--- src/rtl/ff_conv_pkg.sv ---
// Shared mode encodings and the JK next-state function used by the
// multi-mode flip-flop bank and its storage cells.
package ff_conv_pkg;

  localparam logic [1:0] MODE_D  = 2'b00;
  localparam logic [1:0] MODE_T  = 2'b01;
  localparam logic [1:0] MODE_SR = 2'b10;
  localparam logic [1:0] MODE_JK = 2'b11;

  function automatic logic jk_next(input logic q, input logic j, input logic k);
    logic n;
    case ({j, k})
      2'b00:   n = q;
      2'b01:   n = 1'b0;
      2'b10:   n = 1'b1;
      2'b11:   n = ~q;
      default: n = q;
    endcase
    return n;
  endfunction

endpackage

--- src/rtl/jk_cell.sv ---
// Single JK storage bit with asynchronous active-low reset.
module jk_cell
  import ff_conv_pkg::*;
(
  input  logic clk,
  input  logic rst,
  input  logic j,
  input  logic k,
  output logic q
);

  logic q_q;

  // JK storage register
  always_ff @(posedge clk or negedge rst) begin
    if (!rst) begin
      q_q <= 1'b0;
    end else begin
      q_q <= jk_next(q_q, j, k);
    end
  end

  assign q = q_q;

endmodule

--- src/rtl/ff_mode_bank.sv ---
// Runtime-selectable D/T/SR/JK register bank built on JK cells, with a
// sticky illegal-SR flag and a saturating change counter.
module ff_mode_bank
  import ff_conv_pkg::*;
#(
  parameter int WIDTH = 4,
  parameter int CNT_W = 8
) (
  input  logic             clk,
  input  logic             rst,
  input  logic             mode_ld,
  input  logic [1:0]       mode_in,
  input  logic             en,
  input  logic [WIDTH-1:0] a,
  input  logic [WIDTH-1:0] b,
  input  logic             err_clr,
  output logic [WIDTH-1:0] q,
  output logic [1:0]       mode,
  output logic             err,
  output logic [CNT_W-1:0] chg_cnt
);

  localparam logic [CNT_W-1:0] CNT_ONE = CNT_W'(1);
  localparam logic [CNT_W-1:0] CNT_MAX = {CNT_W{1'b1}};

  logic [WIDTH-1:0] j_s;
  logic [WIDTH-1:0] k_s;
  logic [WIDTH-1:0] q_s;
  logic [WIDTH-1:0] q_d;
  logic             illegal_s;
  logic             changed_s;
  logic [1:0]       mode_q;
  logic [1:0]       mode_d;
  logic             err_q;
  logic             err_d;
  logic [CNT_W-1:0] cnt_q;
  logic [CNT_W-1:0] cnt_d;

  // Excitation encoder: always uses the mode held before this edge
  always_comb begin
    j_s       = {WIDTH{1'b0}};
    k_s       = {WIDTH{1'b0}};
    illegal_s = 1'b0;
    if (en) begin
      for (int i = 0; i < WIDTH; i++) begin
        case (mode_q)
          MODE_D: begin
            j_s[i] = a[i];
            k_s[i] = ~a[i];
          end
          MODE_T: begin
            j_s[i] = a[i];
            k_s[i] = a[i];
          end
          MODE_SR: begin
            if (a[i] & b[i]) begin
              illegal_s = 1'b1;
            end else begin
              j_s[i] = a[i];
              k_s[i] = b[i];
            end
          end
          MODE_JK: begin
            j_s[i] = a[i];
            k_s[i] = b[i];
          end
          default: begin
            j_s[i] = 1'b0;
            k_s[i] = 1'b0;
          end
        endcase
      end
    end else begin
      illegal_s = 1'b0;
    end
  end

  genvar g;
  generate
    for (g = 0; g < WIDTH; g++) begin : g_bit
      jk_cell u_cell (
        .clk (clk),
        .rst (rst),
        .j   (j_s[g]),
        .k   (k_s[g]),
        .q   (q_s[g])
      );
    end
  endgenerate

  // Next-state for mode, err and the change counter
  always_comb begin
    q_d = q_s;
    for (int i = 0; i < WIDTH; i++) begin
      q_d[i] = jk_next(q_s[i], j_s[i], k_s[i]);
    end
    changed_s = (q_d != q_s);
    mode_d    = mode_ld ? mode_in : mode_q;
    if (illegal_s) begin
      err_d = 1'b1;
    end else if (err_clr) begin
      err_d = 1'b0;
    end else begin
      err_d = err_q;
    end
    if (changed_s && (cnt_q != CNT_MAX)) begin
      cnt_d = cnt_q + CNT_ONE;
    end else begin
      cnt_d = cnt_q;
    end
  end

  // Control and status registers
  always_ff @(posedge clk or negedge rst) begin
    if (!rst) begin
      mode_q <= MODE_D;
      err_q  <= 1'b0;
      cnt_q  <= {CNT_W{1'b0}};
    end else begin
      mode_q <= mode_d;
      err_q  <= err_d;
      cnt_q  <= cnt_d;
    end
  end

  assign q       = q_s;
  assign mode    = mode_q;
  assign err     = err_q;
  assign chg_cnt = cnt_q;

endmodule

--- config.mk ---
export PLATFORM = sky130hd
export DESIGN_NAME = ff_mode_bank
export DESIGN_NICKNAME = d
export VERILOG_FILES = /design/src/rtl/ff_conv_pkg.sv /design/src/rtl/jk_cell.sv /design/src/rtl/ff_mode_bank.sv
export SDC_FILE = /design/constraint.sdc
export NUM_CORES = 1
export LEC_CHECK = 0
export CORE_ASPECT_RATIO = 0.75
export CORE_UTILIZATION = 40
export CTS_CLUSTER_SIZE = 8
export DETAILED_ROUTE_END_ITERATION = 10
export PLACE_DENSITY = 0.75
export SYNTH_ARGS = -nofsm -noshare
export SYNTH_HDL_FRONTEND = slang
export SYNTH_SLANG_ARGS = --single-unit
--- constraint.sdc ---
create_clock -name clk -period 2.1 [get_ports clk]
set_clock_uncertainty 0.05 [all_clocks]
set_input_delay 0.42 -clock clk [delete_from_list [all_inputs] [get_ports clk]]
set_output_delay 0.42 -clock clk [all_outputs]
set_load 0.005 [all_outputs]
After elaboration in Yosys (flattened, before gate mapping). Cells that the tools add are included.

Output and inout bits: 15. Input port bits: 15. Word-level logic and storage cells: 78. Register bits: 15.

Reductions and logical operators: 8. Bitwise operators: 12. Mux-type cells: 33. Equal/unequal tests: 17. $add $sub $neg: 1.

Operator list (count): $pmux 1 s4 (8); $eq 2x2->1 const B (10); $mux 1 (19); $eq 2x1->1 const B (5); $logic_not 2->1 (5); $add 8x1->8 const B (1); $mux 4 (2); $ne 8x8->1 const B (1); $not 1->1 (8); $pmux 1 s2 (4); $and 1x1->1 (4); $ne 4x4->1 (1); $reduce_or 3->1 (1); $reduce_bool 2->1 (1); $logic_and 1x1->1 (1).

Longest topological paths before layout.
Word-level depth: 11. Gate-level depth with buffers: 7. Mapped depth without buffers: 6.

Hierarchy. From an unflattened synthesis, not the netlist that was laid out.

Cell total of the unflattened synthesis: 94. Area total of the unflattened synthesis: 964.7 um^2.

Modules (own cells, without submodules): ff_mode_bank (instances 1, area each 829.5 um^2, cells each 82, sequential area each 275.3 um^2); jk_cell (instances 4, area each 33.8 um^2, cells each 3, sequential area each 25.0 um^2).

Least setup slack after synthesis. Ideal clock, no wire load.

Path kind: reg2reg. Start point: reg mode_q[0] (netlist: mode[0]). End point: reg cnt_q[6] (netlist: chg_cnt[6]). Slack: 0.246 ns. Stages on the path, launching flop included: 7. Arrival: 1.677 ns. Data required time: 1.923 ns. Cells stage by stage: dfrtp_1 and2b_4 a211oi_2 nor4_4 nand4_1 nand4_1 mux2_1.

Word-level cells in the longest chain between the ends: 8. Elaborated cells between the ends (all ways): 37. Classes of those cells: eq/ne (16); mux (14); reduce/logical (7).

RTL lines: start: declaration (line ff_mode_bank.sv:32) `logic [1:0] mode_q;`; start signal: assignment (line ff_mode_bank.sv:120) `mode_q <= mode_d;`; $eq 2x2->1, or another cell as far along (line ff_mode_bank.sv:46) `case (mode_q)`; $reduce_or 3->1 (no line); $pmux 1 s2 (line ff_mode_bank.sv:46); $mux 4 (line ff_mode_bank.sv:44) `if (en) begin`; $eq 2x2->1, or another cell as far along (line ff_conv_pkg.sv:12) `case ({j, k})`; $pmux 1 s4 (line ff_conv_pkg.sv:12); $ne 4x4->1 (*) (line ff_mode_bank.sv:97) `changed_s = (q_d != q_s);`; $logic_and 1x1->1 (*) (line ff_mode_bank.sv:106) `if (changed_s && (cnt_q != CNT_MAX)) begin`; end signal: assignment (line ff_mode_bank.sv:118) `cnt_q <= {CNT_W{1'b0}};`; end signal: assignment (line ff_mode_bank.sv:122) `cnt_q <= cnt_d;`; end: declaration (line ff_mode_bank.sv:36) `logic [CNT_W-1:0] cnt_q;`.

Every way passes the cells marked *; elsewhere a longest branch is shown, timed or not. A chain may end at the register's enable or synchronous reset.

Worst setup path after layout.
Start point: in a[1]. End point: reg cnt_q[6] (netlist: chg_cnt[6]).

Word-level cells in the longest chain between the ends: 8. Elaborated cells between the ends (all ways): 15. Classes of those cells: eq/ne (4); mux (7); bitwise (2); reduce/logical (2).

RTL lines: start: declaration (line ff_mode_bank.sv:14) `input logic [WIDTH-1:0] a,`; $and 1x1->1 (line ff_mode_bank.sv:56) `if (a[i] & b[i]) begin`; $mux 1 (line ff_mode_bank.sv:56); $pmux 1 s4 or $pmux 1 s2 (tied branches) (line ff_mode_bank.sv:46); $mux 4 (line ff_mode_bank.sv:44); $eq 2x2->1, or another cell as far along (line ff_conv_pkg.sv:12); $pmux 1 s4 (*); $ne 4x4->1 (*) (line ff_mode_bank.sv:97); $logic_and 1x1->1 (*) (line ff_mode_bank.sv:106).

Marked as above.

==> out/qor.txt <==
Initial antenna violation count - 0
Dominant cell type by area after synthesis - dfrtp_1
Vias in the first global route - 772
Final hold slack - 0.461 ns
IO Pins - 30
Area Growth Syn to Fin - 41.7%
Main area contributors after synthesis - dfrtp_1, a211oi_2, xnor2_1
Ys flop type - dfrtp_1
Avg WL per Cell - 14.0 microns
Worst-path clk slew - 0.09 ns
H-tree depth - 1
RSZ-0062 raised after global routing - true
Sw Pwr - 0.402 mW
CTS Buffer Depth - 2
Slew HR - 54.7%
Postcts setup bufs - 0
Core footprint - 0.00210 sq mm
Sequential share of the synthesized area - 40.0%
GRT overflow - 0
Worst reg2reg path startpoint - mode[0]$_DFFE_PN0P_
Internal - 0.809 mW
Final ANT Viol Nets - 0
Reg2reg setup slack - 0.10 ns
Max-cap violations - 0
Crit path max fanout - 3
Post-route DRC - 2
Post-cts hold buffer count - 0
Overall power - 1.21 mW
Die Height - 43.9 microns
Clock buffer count from CTS - 3
Min-delay worst type - flip-flop to flip-flop
Ant diodes - 0
Pre-antenna DRT Iters - 7
Clk_lat worst skew - 0.29 ns
Clock period minus worst slack - 2.05 ns
Avg Cell Area, Syn - 11.2 sq um
Kind of critical path - primary input to flip-flop
Vias - 763
Status - finished, violations left
Worst endpoint required time - 2.21 ns
Peak supply drop - 488 uV
Sw Ratio - 33.2%
FF+latch count, synth - 15
Nets - 139
Fmax - 489 MHz
Synth warnings - 0
Most frequent cells in the layout - clkdlybuf4s50_1, dfrtp_1, buf_4
Final Hold Fails - 0
Pleak - 0.566 nW
CTS Root Cell - clkbuf_4
Die outline width - 57.9 microns
Die Footprint - 0.00255 sq mm
CP Launch Point - a[1]
CP Capture Type - flip-flop
Slew Viols, Final - 0
Leading cell type in the layout, fill and taps excluded - clkdlybuf4s50_1
Syn Nets - 100
Synth Instances - 84
Total track usage - 18.5%
Clock power share - 13.5%
Final setup fails - 0
TNS Setup - 0 ns
DR iter-0 viols - 28
Starting Density - 44.6%
Final period utilization - 97.5%
Least-Margin Pin Slew - 0.677 ns
PD cells - 910 mW/mm^2
Distinct cells, synth - 32
Layout cells sized above 1 - 22.1%
Number of cell rows - 14
Part of the power in registers - 41.2%
HP Start - chg_cnt[5]$_DFFE_PN0P_
Detailed Route WL - 2040 microns
CP arrival - 2.16 ns
Vias/cell - 5.23
PortBufs - 29
Syn Std Cell Area - 938 sq um
Worst Setup Start Kind - primary input
Number of flops mapped to enable cells by yosys - 0
Placer Congestion - 0.865
CTS tree - built
Detail Placement HPWL - 1640 microns
Largest net degree at the start of global routing - 16
Gate power share - 45.3%
Count of clock tree sinks - 15
Failing checks - design-rule violations
Global-route wire length before repair - 3480 microns
Ys async rst share - 100%
Synth top area share - 40.0%
[final timing paths]
path	to	cells after the start
max	chg_cnt[6]$_DFFE_PN0P_	7
min	chg_cnt[5]$_DFFE_PN0P_	1
max reg2reg	chg_cnt[6]$_DFFE_PN0P_	6
min reg2reg	chg_cnt[5]$_DFFE_PN0P_	1
max in group asynchronous	mode[0]$_DFFE_PN0P_	1
min in group asynchronous	g_bit[0].u_cell.q$_DFF_PN0_	1
[layout make-up]
type / instances / area (sq um)
Fill cell: 190 / 772
Sequential cell: 15 / 378
Timing Repair Buffer: 39 / 368
Clock buffer: 4 / 26.3
Tap cell: 24 / 30.0
Inverter: 4 / 15.0
Multi-Input combinational cell: 60 / 513
[Yosys cell counts, types with 2 or more instances]
cell	instances
nand2_1	8
and3_1	5
nor2b_1	2
dfrtp_1	15
o21bai_1	2
mux2_1	2
a21o_1	2
nand2b_1	6
mux2_2	2
buf_4	4
nand4_1	5
xnor2_1	5
inv_1	4
a211oi_2	4
[per-stage QoR]
| stage | setup WS [ns] | cells | util, % | instance area (sq um) |
|---|---|---|---|---|
| floorplan | 0.246 | 84 | - | 938 |
| global placement | -0.239 | 142 | 61.8 | 1300 |
| detailed placement | -0.292 | 142 | 61.8 | 1300 |
| CTS | 0.0120 | 146 | 63.0 | 1330 |
| global route | -0.00644 | 146 | 63.3 | 1330 |
| finish | 0.0535 | 146 | 63.3 | 1330 |
[cell families (layout without fill, tap and decap cells)]
logic type	after synthesis	count (layout)	synth area share, %
compound gates	15	15	17.5
xor+xnor	6	6	5.60
fa+ha+maj	1	1	1.33
buf+inv	9	47	5.33
flops	15	15	40.0
mux	5	5	6.40
simple gates	33	33	23.9
[sequential cells by signal, indices dropped and copies added (netlist names)]
signal and cells:
err 1, mode 2, chg_cnt 8, g_bit.u_cell.q 4
[what timing repair did]
action,CTS,global route
setup endpoints to repair,0,8
endpoints found under the hold margin,0,0
resized for setup,0,3
[power groups by stage]
stage          Combinational, mW  Clock, mW  Sequential (mW)
3_3_place_gp               0.536          0            0.496
2_1_floorplan              0.290          0            0.485
5_1_grt                    0.602      0.188            0.518
4_1_cts                    0.553      0.172            0.497
6_report                   0.548      0.164            0.499
3_5_place_dp               0.551          0            0.501
[layer usage]
| layer | vias to the layer above | GRT usage (%) | part of all wire (%) |
|---|---|---|---|
| met2 | 20 | 29.7 | 46 |
| li1 | 383 | - | - |
| met4 | 0 | 2.86 | 0 |
| met5 | - | 0 | 0 |
| met1 | 360 | 24.9 | 48 |
| met3 | 0 | 6.27 | 6.0 |
[worst max-delay path, cell delays in order]
cell and delay, ns:
clkdlybuf4s50_1 0.43, nor3b_1 0.33, nor4b_4 0.10, a22oi_2 0.28, nand4_1 0.15, nand4_1 0.14, mux2_1 0.32
(Power assumes the default switching activity.)
